===== src/rtl/timer_pkg.sv =====
// Shared BCD digit type and helpers for the timer datapath.
package timer_pkg;

  typedef logic [3:0] bcd_t;

  localparam bcd_t BCD_MAX = 4'd9;

  // Non-decimal nibbles (A..F) saturate to 9 so the counter never holds an illegal digit.
  function automatic bcd_t bcd_clamp(input bcd_t d);
    return (d > BCD_MAX) ? BCD_MAX : d;
  endfunction

endpackage


===== src/rtl/bcd_digit_down.sv =====
// One loadable BCD digit of a ripple-borrow down-counter.
module bcd_digit_down
  import timer_pkg::*;
(
  input  logic       clk,
  input  logic       rst_n,
  input  logic       load,
  input  logic       dec,
  input  logic       borrow_in,
  input  logic [3:0] din,
  output logic [3:0] q,
  output logic       zero,
  output logic       borrow_out
);

  bcd_t q_reg;

  always_ff @(posedge clk or negedge rst_n) begin
    if (!rst_n) begin
      q_reg <= '0;
    end else if (load) begin
      q_reg <= bcd_clamp(din);
    end else if (dec && borrow_in) begin
      // A digit at 0 wraps to 9 and passes the borrow upward.
      q_reg <= (q_reg == 4'd0) ? BCD_MAX : q_reg - 4'd1;
    end
  end

  assign q          = q_reg;
  assign zero       = (q_reg == 4'd0);
  assign borrow_out = dec & borrow_in & zero;

endmodule


===== src/rtl/timer_bcd_counter.sv =====
// Loadable BCD down-counter with prescaler; reports zero back to the timer FSM.
module timer_bcd_counter
  import timer_pkg::*;
#(
  parameter int DIGITS   = 4,
  parameter int PRESCALE = 100_000_000
) (
  input  logic                  clk,
  input  logic                  rst_n,
  input  logic                  pe,
  input  logic                  ce,
  input  logic [4*DIGITS-1:0]   load_val,
  output logic                  ifequal,
  output logic [4*DIGITS-1:0]   cnt,
  output logic                  tick
);

  localparam int               PSC_W    = (PRESCALE > 1) ? $clog2(PRESCALE) : 1;
  localparam logic [PSC_W-1:0] PSC_LAST = PSC_W'(PRESCALE - 1);

  logic [PSC_W-1:0] psc_reg;
  logic [PSC_W-1:0] psc_next;
  logic             psc_last;
  logic             dec;
  logic [DIGITS-1:0] zero_vec;
  logic [DIGITS:0]   borrow_chain;
  logic              unused_top_borrow;

  assign psc_last = (psc_reg == PSC_LAST);
  assign tick     = ce & ~pe & psc_last;

  // Any cycle without a clean count enable restarts a full prescale period.
  always_comb begin
    psc_next = '0;
    if (!pe && ce && !psc_last) begin
      psc_next = psc_reg + PSC_W'(1);
    end
  end

  always_ff @(posedge clk or negedge rst_n) begin
    if (!rst_n) begin
      psc_reg <= '0;
    end else begin
      psc_reg <= psc_next;
    end
  end

  // Holding at zero instead of wrapping to all nines.
  assign dec             = tick & ~ifequal;
  assign borrow_chain[0] = 1'b1;

  genvar gi;
  generate
    for (gi = 0; gi < DIGITS; gi++) begin : g_digit
      bcd_digit_down u_digit (
        .clk        (clk),
        .rst_n      (rst_n),
        .load       (pe),
        .dec        (dec),
        .borrow_in  (borrow_chain[gi]),
        .din        (load_val[gi*4 +: 4]),
        .q          (cnt[gi*4 +: 4]),
        .zero       (zero_vec[gi]),
        .borrow_out (borrow_chain[gi+1])
      );
    end
  endgenerate

  // The top digit's borrow can never fire because decrement is blocked at zero.
  assign unused_top_borrow = borrow_chain[DIGITS];

  assign ifequal = &zero_vec;

endmodule


===== config.mk =====
export PLATFORM = sky130hd
export DESIGN_NAME = timer_bcd_counter
export DESIGN_NICKNAME = d
export VERILOG_FILES = /design/src/rtl/timer_pkg.sv /design/src/rtl/bcd_digit_down.sv /design/src/rtl/timer_bcd_counter.sv
export SDC_FILE = /design/constraint.sdc
export NUM_CORES = 1
export LEC_CHECK = 0
export ABC_AREA = 1
export BUFFER_PORTS_ARGS = -buffer_cell sky130_fd_sc_hd__buf_2
export CAP_MARGIN = 30
export CORE_UTILIZATION = 52
export CTS_BUF_LIST = sky130_fd_sc_hd__clkbuf_4 sky130_fd_sc_hd__clkbuf_8 sky130_fd_sc_hd__clkbuf_16
export CTS_CLUSTER_DIAMETER = 60
export DETAILED_ROUTE_END_ITERATION = 10
export PLACE_DENSITY = 0.86
export SYNTH_ARGS = -nofsm -noshare
export SYNTH_HDL_FRONTEND = slang
export SYNTH_SLANG_ARGS = --single-unit

===== constraint.sdc =====
create_clock -name clk -period 1.9 [get_ports clk]
set_clock_uncertainty 0.2 [all_clocks]
set_input_delay 0.38 -clock clk [delete_from_list [all_inputs] [get_ports clk]]
set_output_delay 0.38 -clock clk [all_outputs]
set_load 0.05 [all_outputs]

* Word level (Yosys, flattened, before mapping)
Cells that the tools add are included. W data, S select, Z words.
Word-level totals: bits of input ports 20, output and inout bits 18, logic and storage cells 58, flip-flop bits (word level) 43
Cells by class: muxes and demuxes 17, eq/ne operators 1, $add $sub $neg 5, order comparisons 4, reduce and logical (&&, ||, !) cells 16, bitwise logic cells 10
Operator list (count):
- $mux W4 | 16
- $add A27 B1 Y27 const B | 1
- $eq A27 B27 Y1 const B | 1
- $mux W27 | 1
- $gt A4 B4 Y1 const B | 4
- $logic_not A4 Y1 | 4
- $sub A4 B1 Y4 const B | 4
- $and A1 B1 Y1 | 8
- $reduce_bool A2 Y1 | 4
- $logic_and A1 B1 Y1 | 5
- $reduce_and A4 Y1 | 1
- $logic_not A1 Y1 | 2
- $not A1 Y1 | 2

* Longest topological paths before layout
Gate-level depths: netlist (run 1).
word-level depth 12, depth in mapped cells 11, gate-level depth less buffers 10

* Hierarchy
A second synthesis (run 1) with hierarchy kept.
Unflattened totals: cells, all modules 431, area total of the unflattened synthesis 2841.5 um2
By module, submodules not included:
- timer_bcd_counter | sequential area each 675.6 um2, instances 1, area an instance 1660.3 um2, cells each 247
- bcd_digit_down | sequential area each 100.1 um2, instances 4, area an instance 295.3 um2, cells each 46

* Worst setup path after synthesis (run 1)
No wires, ideal clock.
path type flip-flop to output port, start point register psc_reg[0], end point output port tick, setup slack -0.512 ns, stages on the path, launching flop included 8, path buffers 0, data arrival time 1.832 ns, required time 1.320 ns, cell sequence dfrtp_1 > ha_1 > nand2_2 > nor2_4 > nand2_4 > nor3_1 > nand2_1 > nor2_1
On the way: cells in the longest elaborated chain, start to end 2
RTL lines:
- start, declared | line timer_bcd_counter.sv:21 | logic [PSC_W-1:0] psc_reg;
- start signal, assigned | line timer_bcd_counter.sv:44 | psc_reg <= psc_next;
- $eq A27 B27 Y1 | line timer_bcd_counter.sv:29 | assign psc_last = (psc_reg == PSC_LAST);
- $and A1 B1 Y1 | line timer_bcd_counter.sv:30 | assign tick = ce & ~pe & psc_last;
- end, declared | line timer_bcd_counter.sv:15 | output logic tick
No other way between the ends.

* Worst setup path in the final report (run 1)
start point register psc_reg[0], end point register g_digit[0].u_digit.q_reg[1]
On the way: cells in the longest elaborated chain, start to end 4
RTL lines:
- $eq A27 B27 Y1 | line timer_bcd_counter.sv:29
- $and A1 B1 Y1 | line timer_bcd_counter.sv:30
- $and A1 B1 Y1 | line timer_bcd_counter.sv:49 | assign dec = tick & ~ifequal;
- $reduce_bool A2 Y1 (no source line)
- end signal, assigned | line bcd_digit_down.sv:22 | q_reg <= bcd_clamp(din);
- end signal, assigned | line bcd_digit_down.sv:25 | q_reg <= (q_reg == 4'd0) ? BCD_MAX : q_reg - 4'd1;
- end, declared | line bcd_digit_down.sv:16 | bcd_t q_reg;
No other way between the ends. A chain may end at the register's enable or synchronous reset.

==> flow_summary.toml, run 1 <==
[route]
drc = 0
num_vias = 3147
routedWlPerCell_um = 18.6
postRouteAntennaNets = 0
drtIter0Drc = 529
dr.pass1.iters = 8
avgViaCountPerCell = 5.93
wirelength_mm = 9.90

[power_and_ir_drop]
ir_drop_v = 0.000770
p_leak_nw = 1.76
p_per_area_nw_per_um2 = 867
power.total_mw = 3.28

[logic_synthesis]
synth_top_cell_by_area = "dfrtp_1"
synthTopCellsByArea = "dfrtp_1, nand2_1, nor2_1"
synth_area_per_cell_um2 = 7.39
synth_top_area_share_pct = 41.3
synthArstFlopShare_pct = 100
synth_seq_area_share_pct = 41.3
synth-edff-count = 0
netlist_area_um2 = 2610
synth_ff_type = "dfrtp_1"
synthCells = 353
ys_ff_latch = 43
synth_cell_types = 34
syn_nets = 374
yosys_warnings = 0

[cts]
cts_buffers = 5
cts.htree.levels = 2
cts_tree = "done"
root_buffer = "clkbuf_8"
clk_latency_ps = 320
clockBufferDepth = 2
cts_sinks = 43
clkSlewWorstSetupHoldPaths_ps = 110

[setup_path]
cp-start-kind = "register"
crit_chain = "ha_2, nand2_2, nor2_4, nand2_4, buf_4, buf_6, nor2_4, nand4_4, nand2_8, buf_6, nand2_4, nand2_2, nand2_1"
critPathTopFamily = "simple AND/OR/NAND/NOR gates"
cp_data_required_time_ps = 1910
cp-end-kind = "register"
cpMaxStageDelayCell = "dfrtp_1"
worstSetupPathType = "reg2reg"
r2r_end = "g_digit[0].u_digit.q[1]"
cp.arrival_ps = 2250
critPathMaxFanout = 7
worst-r2r-cell-count = 13
r2r_setup_slack_ps = -340
path_buf_inv = 3
rr_startpoint = "psc_reg[0]"
critPathMaxStageDelay_ps = 360

[placement]
gp_congestion = 0.978
dpl.hpwl_mm = 4.74
place_area_um2 = 3240
portBuffers = 37

[flow_run]
maxCapViolCount = 0

[hold_path]
hold_path_class = "in2reg"
min_from = "load_val[10]"
hold_depth = 3
hold_end = "g_digit[2].u_digit.q[2]"

[sta]
final_max_slew_viol_count = 0
tightest_slew_ps = 553
fin_crit_sh_pct = 118
slew_headroom_pct = 63.2
period_needed_ps = 2240
finalSetupViolCount = 21
setup_slack_ps = -336
max_freq_mhz = 447
fin_setup_tns_ps = -4550
hold_violations = 0
rsz0062_at_grt = "true"

[die]
start_util_pct = 54.5
placementRows = 25
die_w_um = 72.8
pin_count = 38
die_area_um2 = 5300
chipHeight_um = 72.8
coreArea_um2 = 4790

[final_layout]
area.growth.synth_to_final_pct = 45.0
final_nets = 484
layout_commonest_cell = "nand2_1"
n_antenna_cell = 0
drive_gt1_share_pct = 40.3
final_cell_mix = "nand2_1, buf_4, nor2_1"
final_area_um2 = 3780
largest_reg_flops = 27

[global_route]
grt_pass1_vias = 2619
track_usage_pct = 30.2
grt_max_degree = 44
antenna_found_initial = 0
gr-total-overflow = 0
grt_pass1_wl_mm = 12.0

[status]
violations = "negative setup slack"
status = "complete, but fails checks"
per-stage QoR:
step,hold WS (ps),worst slack [ps],utilization [%],instances
floorplan,-116,-123,-,353
global placement,279,-61.2,67.7,499
detailed placement,282,-71.5,67.7,499
CTS,183,-282,73.9,521
global route,196,-450,79.0,531
finish,180,-336,79.0,531
Yosys cell counts (5+ instances only):
master and n:
dfrtp_1 43, xnor2_1 5, nand4_1 12, nand2_2 5
nor2_1 65, xor2_1 19, nor3_1 14, nand2_1 84
inv_1 31, o21ai_0 11, a21oi_1 11, nand3_1 14
o21ai_1 9
logic make-up (layout without fill, tap and decap cells):
group	Yosys count	after routing	share of synthesized area, %
AND/OR/NAND/NOR	206	207	35.5
flip-flops	43	43	41.3
buffers and inverters	40	150	6.38
AO/OA/AOI/OAI	39	39	8.35
XOR/XNOR	24	24	8.06
adder cells (fa/ha/maj)	1	1	0.480
power breakdown:
part / switching, mW / internal [mW]
Clock: 0.343 / 0.288
Combinational: 1.00 / 0.524
Sequential: 0.0948 / 1.02
worst register-to-register path, delay by kind of cell, from the launching register on:
kind,cells,cell delay (ps)
simple gates,9,990
fa+ha+maj,1,190
flops,1,360
buf+inv,3,400
area by class of cell:
type | instances | area, um^2
multi-input combinational | 271 | 1620
sequential | 43 | 1090
fill | 289 | 1010
timing repair buffer | 107 | 768
inverter | 35 | 135
clock buffer | 7 | 83.8
tap | 67 | 83.8
clock inverter | 1 | 5.00
metal layers:
layer | wire length, um | global-route usage [%] | vias up
met2 | 4510 | 48.9 | 278
met5 | 0 | 0 | -
met3 | 1200 | 6.22 | 88
met1 | 3500 | 39.7 | 1421
li1 | - | - | 1360
met4 | 683 | 12.0 | 0
how the worst max path moves through the flow:
stage | startpoint | end | slack (ps) | depth (start not counted)
final | psc_reg[0] | g_digit[0].u_digit.q[1] | -340 | 13
after global routing | psc_reg[0] | g_digit[0].u_digit.q[1] | -450 | 13
after detailed placement | psc_reg[1] | tick | -70 | 8
after global placement | psc_reg[1] | tick | -60 | 8
after CTS | psc_reg[0] | tick | -280 | 8
after floorplan | psc_reg[0] | tick | -120 | 7
repair_timing:
item	in CTS	in global routing
cloned	0	1
setup buffers	13	9
setup endpoints to repair	17	20
hold endpoints to repair	43	0
hold buffers	1	0
pin swaps	10	19
gates resized for setup	28	41
Note: power is estimated with default switching activity, not from simulation.
==> run 2: changes to the inputs <==
--- a/config.mk
+++ b/config.mk
@@ -5,14 +5,15 @@
 export SDC_FILE = /design/constraint.sdc
 export NUM_CORES = 1
 export LEC_CHECK = 0
-export ABC_AREA = 1
+export ABC_AREA = 0
 export BUFFER_PORTS_ARGS = -buffer_cell sky130_fd_sc_hd__buf_2
 export CAP_MARGIN = 30
-export CORE_UTILIZATION = 52
+export CORE_UTILIZATION = 51
 export CTS_BUF_LIST = sky130_fd_sc_hd__clkbuf_4 sky130_fd_sc_hd__clkbuf_8 sky130_fd_sc_hd__clkbuf_16
 export CTS_CLUSTER_DIAMETER = 60
 export DETAILED_ROUTE_END_ITERATION = 10
-export PLACE_DENSITY = 0.86
+export GPL_ROUTABILITY_DRIVEN = 0
+export PLACE_DENSITY = 0.85
 export SYNTH_ARGS = -nofsm -noshare
 export SYNTH_HDL_FRONTEND = slang
 export SYNTH_SLANG_ARGS = --single-unit
==> run 2 against run 1 <==
  * The run ends with design-rule violations, negative setup slack left
  * Register-to-register slack got worse by 560 ps
  * Via count fell by 12%
  * Count of clock-buffer cells in the layout fell by 1
  * Core utilization rose by 4.1 points
  * Clock power rose by 19%
  * Synthesized cell count fell by 24%
  * Setup slack got worse by 560 ps
  * Critical path type unchanged
  * Largest cell class unchanged
==> flow_summary.toml, run 2 <==
[final_layout]
area.growth.synth_to_final_pct = 52.3
final.fill_count = 230
fin_cells = 446
layout_commonest_cell = "buf_4"
final_nets = 414
drive_gt1_share_pct = 44.2
n_antenna_cell = 0
largest_reg_flops = 27
final_cell_mix = "buf_4, nor2_1, dfrtp_1"

[power_and_ir_drop]
power.total_mw = 2.31
seqPwrFrac_pct = 42.7
power_frac_clock_pct = 32.6
p_switching_mw = 0.732
ir_drop_v = 0.000571
comb_power_share_pct = 24.7
p_per_area_nw_per_um2 = 623
p_int_mw = 1.58
p_leak_nw = 1.64
switching_share_pct = 31.7

[cts]
clkSlewWorstSetupHoldPaths_ps = 90
clk_latency_ps = 310
clockBufferDepth = 2
cts_sinks = 43
cts_buffers = 5
cts_tree = "done"
cts.htree.levels = 2
root_buffer = "clkbuf_8"

[setup_path]
worstSetupPathType = "reg2reg"
crit_path_start = "psc_reg[12]"
rr_startpoint = "psc_reg[12]"
cp_data_required_time_ps = 1900
crit_chain = "or4b_4, or4_4, or4_4, o31a_2, o31a_1"
cp-end-kind = "register"
worst-r2r-cell-count = 5
path_buf_inv = 0
cp-start-kind = "register"
critPathMaxFanout = 5
critPathMaxStageDelay_ps = 570
critPathTopFamily = "simple AND/OR/NAND/NOR gates"
worst_path_most_repeated_cell = "or4_4"
cpMaxStageDelayCell = "or4b_4"
cp.depth = 5
cp.arrival_ps = 2800

[sta]
max_freq_mhz = 357
setup_slack_ps = -898
tightest_slew_ps = 533
whs_ps = 132
rsz0062_at_grt = "true"
finalSetupViolCount = 45
hold_violations = 0
period_needed_ps = 2800
slew_headroom_pct = 64.1
fin_setup_tns_ps = -18500
fin_crit_sh_pct = 147
final_max_slew_viol_count = 0

[flow_run]
maxCapViolCount = 0

[die]
die_area_um2 = 5060
pin_count = 38
chipHeight_um = 71.2
placementRows = 24
start_util_pct = 54.5
coreArea_um2 = 4470
die_w_um = 71.2

[hold_path]
min_from = "load_val[6]"
hold_path_class = "in2reg"
hold_depth = 3

[global_route]
grt_max_degree = 32
antenna_found_initial = 0
grt_pass1_wl_mm = 12.7
track_usage_pct = 32.4
gr-total-overflow = 0
grt_pass1_vias = 2748

[logic_synthesis]
synth_top_area_share_pct = 44.1
yosys_warnings = 0
synth_cell_types = 46
syn_nets = 288
netlist_area_um2 = 2440
synth_seq_area_share_pct = 44.1
synthTopCellsByCount = "nor2_1, dfrtp_1, nand3_1"
synth_ff_type = "dfrtp_1"
synthCells = 267
ys_ff_latch = 43
synth-edff-count = 0
yosysMostFrequentCell = "nor2_1"
synth_area_per_cell_um2 = 9.14
synthArstFlopShare_pct = 100
synth_top_cell_by_area = "dfrtp_1"
synthTopCellsByArea = "dfrtp_1, nor2_1, xor2_1"

[route]
num_vias = 2778
dr.pass1.iters = 8
drc = 5
wirelength_mm = 8.84
drtIter0Drc = 310
routedWlPerCell_um = 19.8
postRouteAntennaNets = 0
avgViaCountPerCell = 6.23

[placement]
dp.cells = 428
dpl.hpwl_mm = 4.98
portBuffers = 37

[status]
status = "complete, but fails checks"
violations = "design-rule violations, negative setup slack"
[run 2: cell types whose count changed in the layout (fill, tap and decap cells not counted), sizes merged, moves of 4 or more]
cell	delta
nor4	+8
or4	+5
o31a	+5
and4	+4
xnor2	+6
a21oi	-10
nor2	-23
nor3	-6
o21ai	-8
inv	-25
buf	+19
nand2	-76
[run 2: layer usage]
metal	vias up	track usage, %	part of all wire, %
li1	1226	-	-
met1	1328	35.5	36
met2	182	57.4	52
met3	42	7.83	7.9
met4	0	17.8	4.3
met5	-	0	0
[run 2: worst paths after layout]
kind | slack, ps | endpoint
hold reg to reg | 350 | psc_reg[0]
min in group asynchronous | 290 | g_digit[2].u_digit.q[2]
max in group asynchronous | 730 | psc_reg[1]
setup / recovery | -900 | g_digit[3].u_digit.q[2]
hold / removal | 130 | g_digit[1].u_digit.q[2]
setup reg to reg | -900 | g_digit[3].u_digit.q[2]
[run 2: power by group through the flow]
stage               clock, mW  combinational, mW  sequential (mW)
floorplan                   0              0.134             1.15
global placement            0              0.483            0.997
detailed placement          0              0.499             1.00
CTS                     0.758              0.525            0.986
global route            0.799              0.598            0.991
finish                  0.754              0.570            0.989
[run 2: cell families after synthesis]
group           after synthesis  share of synthesized area [%]
xor+xnor                     27                           9.69
flops                        43                           44.1
simple gates                141                           30.4
buf+inv                      16                           2.62
fa+ha+maj                     1                          0.513
compound gates               37                           11.8
mux                           2                          0.821
[run 2: per-stage QoR]
stage          cell area (um^2)  setup slack [ps]  util, %
2_1_floorplan              2550              -842        -
3_3_place_gp               3370              -813     75.2
3_5_place_dp               3370              -857     75.2
4_1_cts                    3630              -852     81.1
5_1_grt                    3720              -939     83.1
6_report                   3720              -898     83.1
[run 2: worst reg2reg max path: cells and delay by family (launching register included)]
| family | cells | cell delay (ps) |
|---|---|---|
| AO/OA/AOI/OAI | 2 | 530 |
| flip-flops | 1 | 390 |
| AND/OR/NAND/NOR | 3 | 1580 |
[run 2: timing repair]
action,4_1_cts,5_1_grt
pin swaps,8,9
hold buffers,1,0
resized for setup,19,15
endpoints found under the setup margin,45,45
setup buffers,6,4
hold endpoints to repair,12,0
[run 2: area by class of cell]
type,instances,area [um^2],area share [%]
Multi-Input combinational cell,208,1500,40.5
Sequential cell,43,1080,29.2
Timing Repair Buffer,126,912,24.5
Clock buffer,6,82.6,2.22
Tap cell,52,65.1,1.75
Clock inverter,2,35.0,0.943
Inverter,9,33.8,0.909
==> run 3: changes to the inputs <==
--- a/config.mk
+++ b/config.mk
@@ -13,7 +13,8 @@
 export CTS_CLUSTER_DIAMETER = 60
 export DETAILED_ROUTE_END_ITERATION = 10
 export GPL_ROUTABILITY_DRIVEN = 0
-export PLACE_DENSITY = 0.85
+export PLACE_DENSITY = 0.84
 export SYNTH_ARGS = -nofsm -noshare
 export SYNTH_HDL_FRONTEND = slang
+export SYNTH_HIERARCHICAL = 1
 export SYNTH_SLANG_ARGS = --single-unit
==> run 3 against run 2 <==
  * The run ends with negative setup slack left
  * Global-route usage increased by 2.8 points
  * Sequential power decreased by 2%
  * Combinational power decreased by 25%
  * Worst hold slack got worse by 15 ps
  * Flip-flop and latch count unchanged
  * Design area increased by 7.6%
  * Clock power decreased by 3.7%
  * First-iteration DRC count increased by 56%
  * Core utilization increased by 0.50 points
  * Area after synthesis increased by 5.0%
==> flow_summary.toml, run 3 <==
[setup_path]
cp-end-kind = "register"
cp.arrival_ps = 3740
cpMaxStageDelayCell = "dfrtp_1"
cp-start-kind = "register"
critPathMaxStageDelay_ps = 430
worstSetupPathType = "reg2reg"
worst_path_most_repeated_cell = "nor4bb_4"
cp_data_required_time_ps = 1900
critPathMaxFanout = 4
crit_chain = "nor4b_2, nand4_1, nor3_4, nor2b_4, nor4bb_4, and2_4, nor4bb_4, and2_4, nor4bb_4, and2_4, nor4bb_4, a21boi_1, o31a_1"

[cts]
cts.htree.levels = 2
cts_tree = "done"
clk_latency_ps = 310
cts_buffers = 5
clkSlewWorstSetupHoldPaths_ps = 90
cts_sinks = 43
root_buffer = "clkbuf_8"
clockBufferDepth = 2

[final_layout]
fin_cells = 471
largest_reg_flops = 27
final_nets = 425
final_cell_mix = "buf_4, dfrtp_1, buf_2"
layout_commonest_cell = "buf_4"
area.growth.synth_to_final_pct = 56.1
n_antenna_cell = 0
drive_gt1_share_pct = 48.5
final_area_um2 = 4000

[logic_synthesis]
synth_cell_types = 41
ys_ff_latch = 43
netlist_area_um2 = 2560
yosys_warnings = 6
synth-edff-count = 0
synth_ff_type = "dfrtp_1"
synthTopCellsByArea = "dfrtp_1, nand3b_1, nand4_1"
synth_seq_area_share_pct = 42.0
synth_top_area_share_pct = 42.0
synthTopCellsByCount = "dfrtp_1, nor2_1, nand4_1, o21ai_0"
synth_top_cell_by_area = "dfrtp_1"
synthCells = 268
synthArstFlopShare_pct = 100
yosysMostFrequentCell = "dfrtp_1"
synth_area_per_cell_um2 = 9.56

[sta]
whs_ps = 117
max_freq_mhz = 267
period_needed_ps = 3740
fin_crit_sh_pct = 197
finalSetupViolCount = 44
rsz0062_at_grt = "true"
setup_slack_ps = -1840
hold_violations = 0
final_max_slew_viol_count = 0

[global_route]
track_usage_pct = 35.1
grt_pass1_vias = 2954
gr-total-overflow = 0
grt_max_degree = 44
grt_pass1_wl_mm = 14.1
antenna_found_initial = 0

[power_and_ir_drop]
ir_drop_v = 0.000383
power_frac_clock_pct = 34.2
p_per_area_nw_per_um2 = 531
switching_share_pct = 29.5
p_int_mw = 1.50
comb_power_share_pct = 20.0
p_switching_mw = 0.628
p_leak_nw = 1.74
seqPwrFrac_pct = 45.8
power.total_mw = 2.12

[route]
route.met2.wl_mm = 5.06
drc = 0
wirelength_mm = 10.4
dr.pass1.iters = 6
highest_layer = "met4"
routedWlPerCell_um = 22.0
drt-met1-wl_mm = 3.78
avgViaCountPerCell = 6.58
dr_wl_met3_um = 887
drtIter0Drc = 483
num_vias = 3098
postRouteAntennaNets = 0

[hold_path]
hold_path_class = "in2reg"

[placement]
place_area_um2 = 3360
dp.cells = 434
portBuffers = 37
dpl.hpwl_mm = 5.25

[die]
coreArea_um2 = 4790
placementRows = 25
die_area_um2 = 5310
start_util_pct = 53.5
pin_count = 38
die_w_um = 72.9
chipHeight_um = 72.9

[status]
violations = "negative setup slack"
status = "complete, but fails checks"

[flow_run]
maxCapViolCount = 0
-- run 3: cell types whose count changed in the layout (fill, tap and decap cells not counted), moves of 5 or more --
| cell | before | now |
|---|---|---|
| dfrtp_1 | 37 | 43 |
| dfrtp_2 | 6 | 0 |
| o21ai_1 | 3 | 9 |
| buf_6 | 7 | 16 |
| xor2_1 | 16 | 9 |
| nor3_1 | 5 | 0 |
| nand3b_1 | 3 | 16 |
| nor2_1 | 45 | 21 |
| nand4_1 | 13 | 18 |
| nand3_1 | 14 | 6 |
-- run 3: path summary, 6_finish.rpt --
kind | from | end | slack (ps) | depth (start not counted)
hold reg to reg | psc_reg[0] | psc_reg[0] | 370 | 2
min in group asynchronous | rst_n | psc_reg[16] | 410 | 3
setup reg to reg | psc_reg[10] | g_digit[3].u_digit/q[3] | -1840 | 13
hold / removal | load_val[0] | g_digit[0].u_digit/q[0] | 120 | 3
setup / recovery | psc_reg[10] | g_digit[3].u_digit/q[3] | -1840 | 13
max in group asynchronous | rst_n | psc_reg[9] | 880 | 3
-- run 3: critical path, delay by kind of cell, from the launching register on --
kind / cells / cell delay (ps)
AND/OR/NAND/NOR: 11 / 2670
flip-flops: 1 / 430
AO/OA/AOI/OAI: 2 / 360
-- run 3: power by group through the flow --
stage / Sequential, mW / Clock, mW / Combinational (mW)
after detailed placement: 0.982 / 0 / 0.386
after global placement: 0.980 / 0 / 0.375
after floorplan: 1.11 / 0 / 0.0936
after global routing: 0.975 / 0.769 / 0.444
final: 0.973 / 0.726 / 0.425
after CTS: 0.966 / 0.717 / 0.398
-- run 3: logic make-up after synthesis --
logic type,synth area share (%)
simple gates,35.1
compound gates,12.7
flops,42.0
buf+inv,4.15
xor+xnor,5.47
fa+ha+maj,0.488
other cells,0.146
-- run 3: cell type report --
class,count,area [um^2]
repair buffers,136,1040
clock buffers,6,76.3
inverters,10,37.5
flip-flops and latches,43,1080
multi-input cells,208,1650
well taps,67,83.8
fillers,226,787
clock inverters,1,30.0
-- run 3: what timing repair did --
action                                  in CTS  in global routing
setup buffers                               20                 16
pin swaps                                   26                 25
hold buffers                                 1                  0
endpoints found under the setup margin      44                 44
hold endpoints to repair                    43                  0
gates resized for setup                     46                 39
cloned                                       2                  0
-- run 3: per-layer routing --
metal | global-route usage, % | up-vias
met4 | 19.2 | 0
met5 | 0 | -
met1 | 40.7 | 1495
met3 | 8.15 | 83
li1 | - | 1273
met2 | 60.1 | 247
-- run 3: through the flow --
step | setup WS [ps] | TNS, ps | util, %
6_report | -1840 | -23860 | 83.6
3_3_place_gp | -1430 | -13600 | 70.1
2_1_floorplan | -2200 | -21780 | -
5_1_grt | -2120 | -27990 | 83.6
3_5_place_dp | -1700 | -17780 | 70.1
4_1_cts | -1610 | -17580 | 79.0
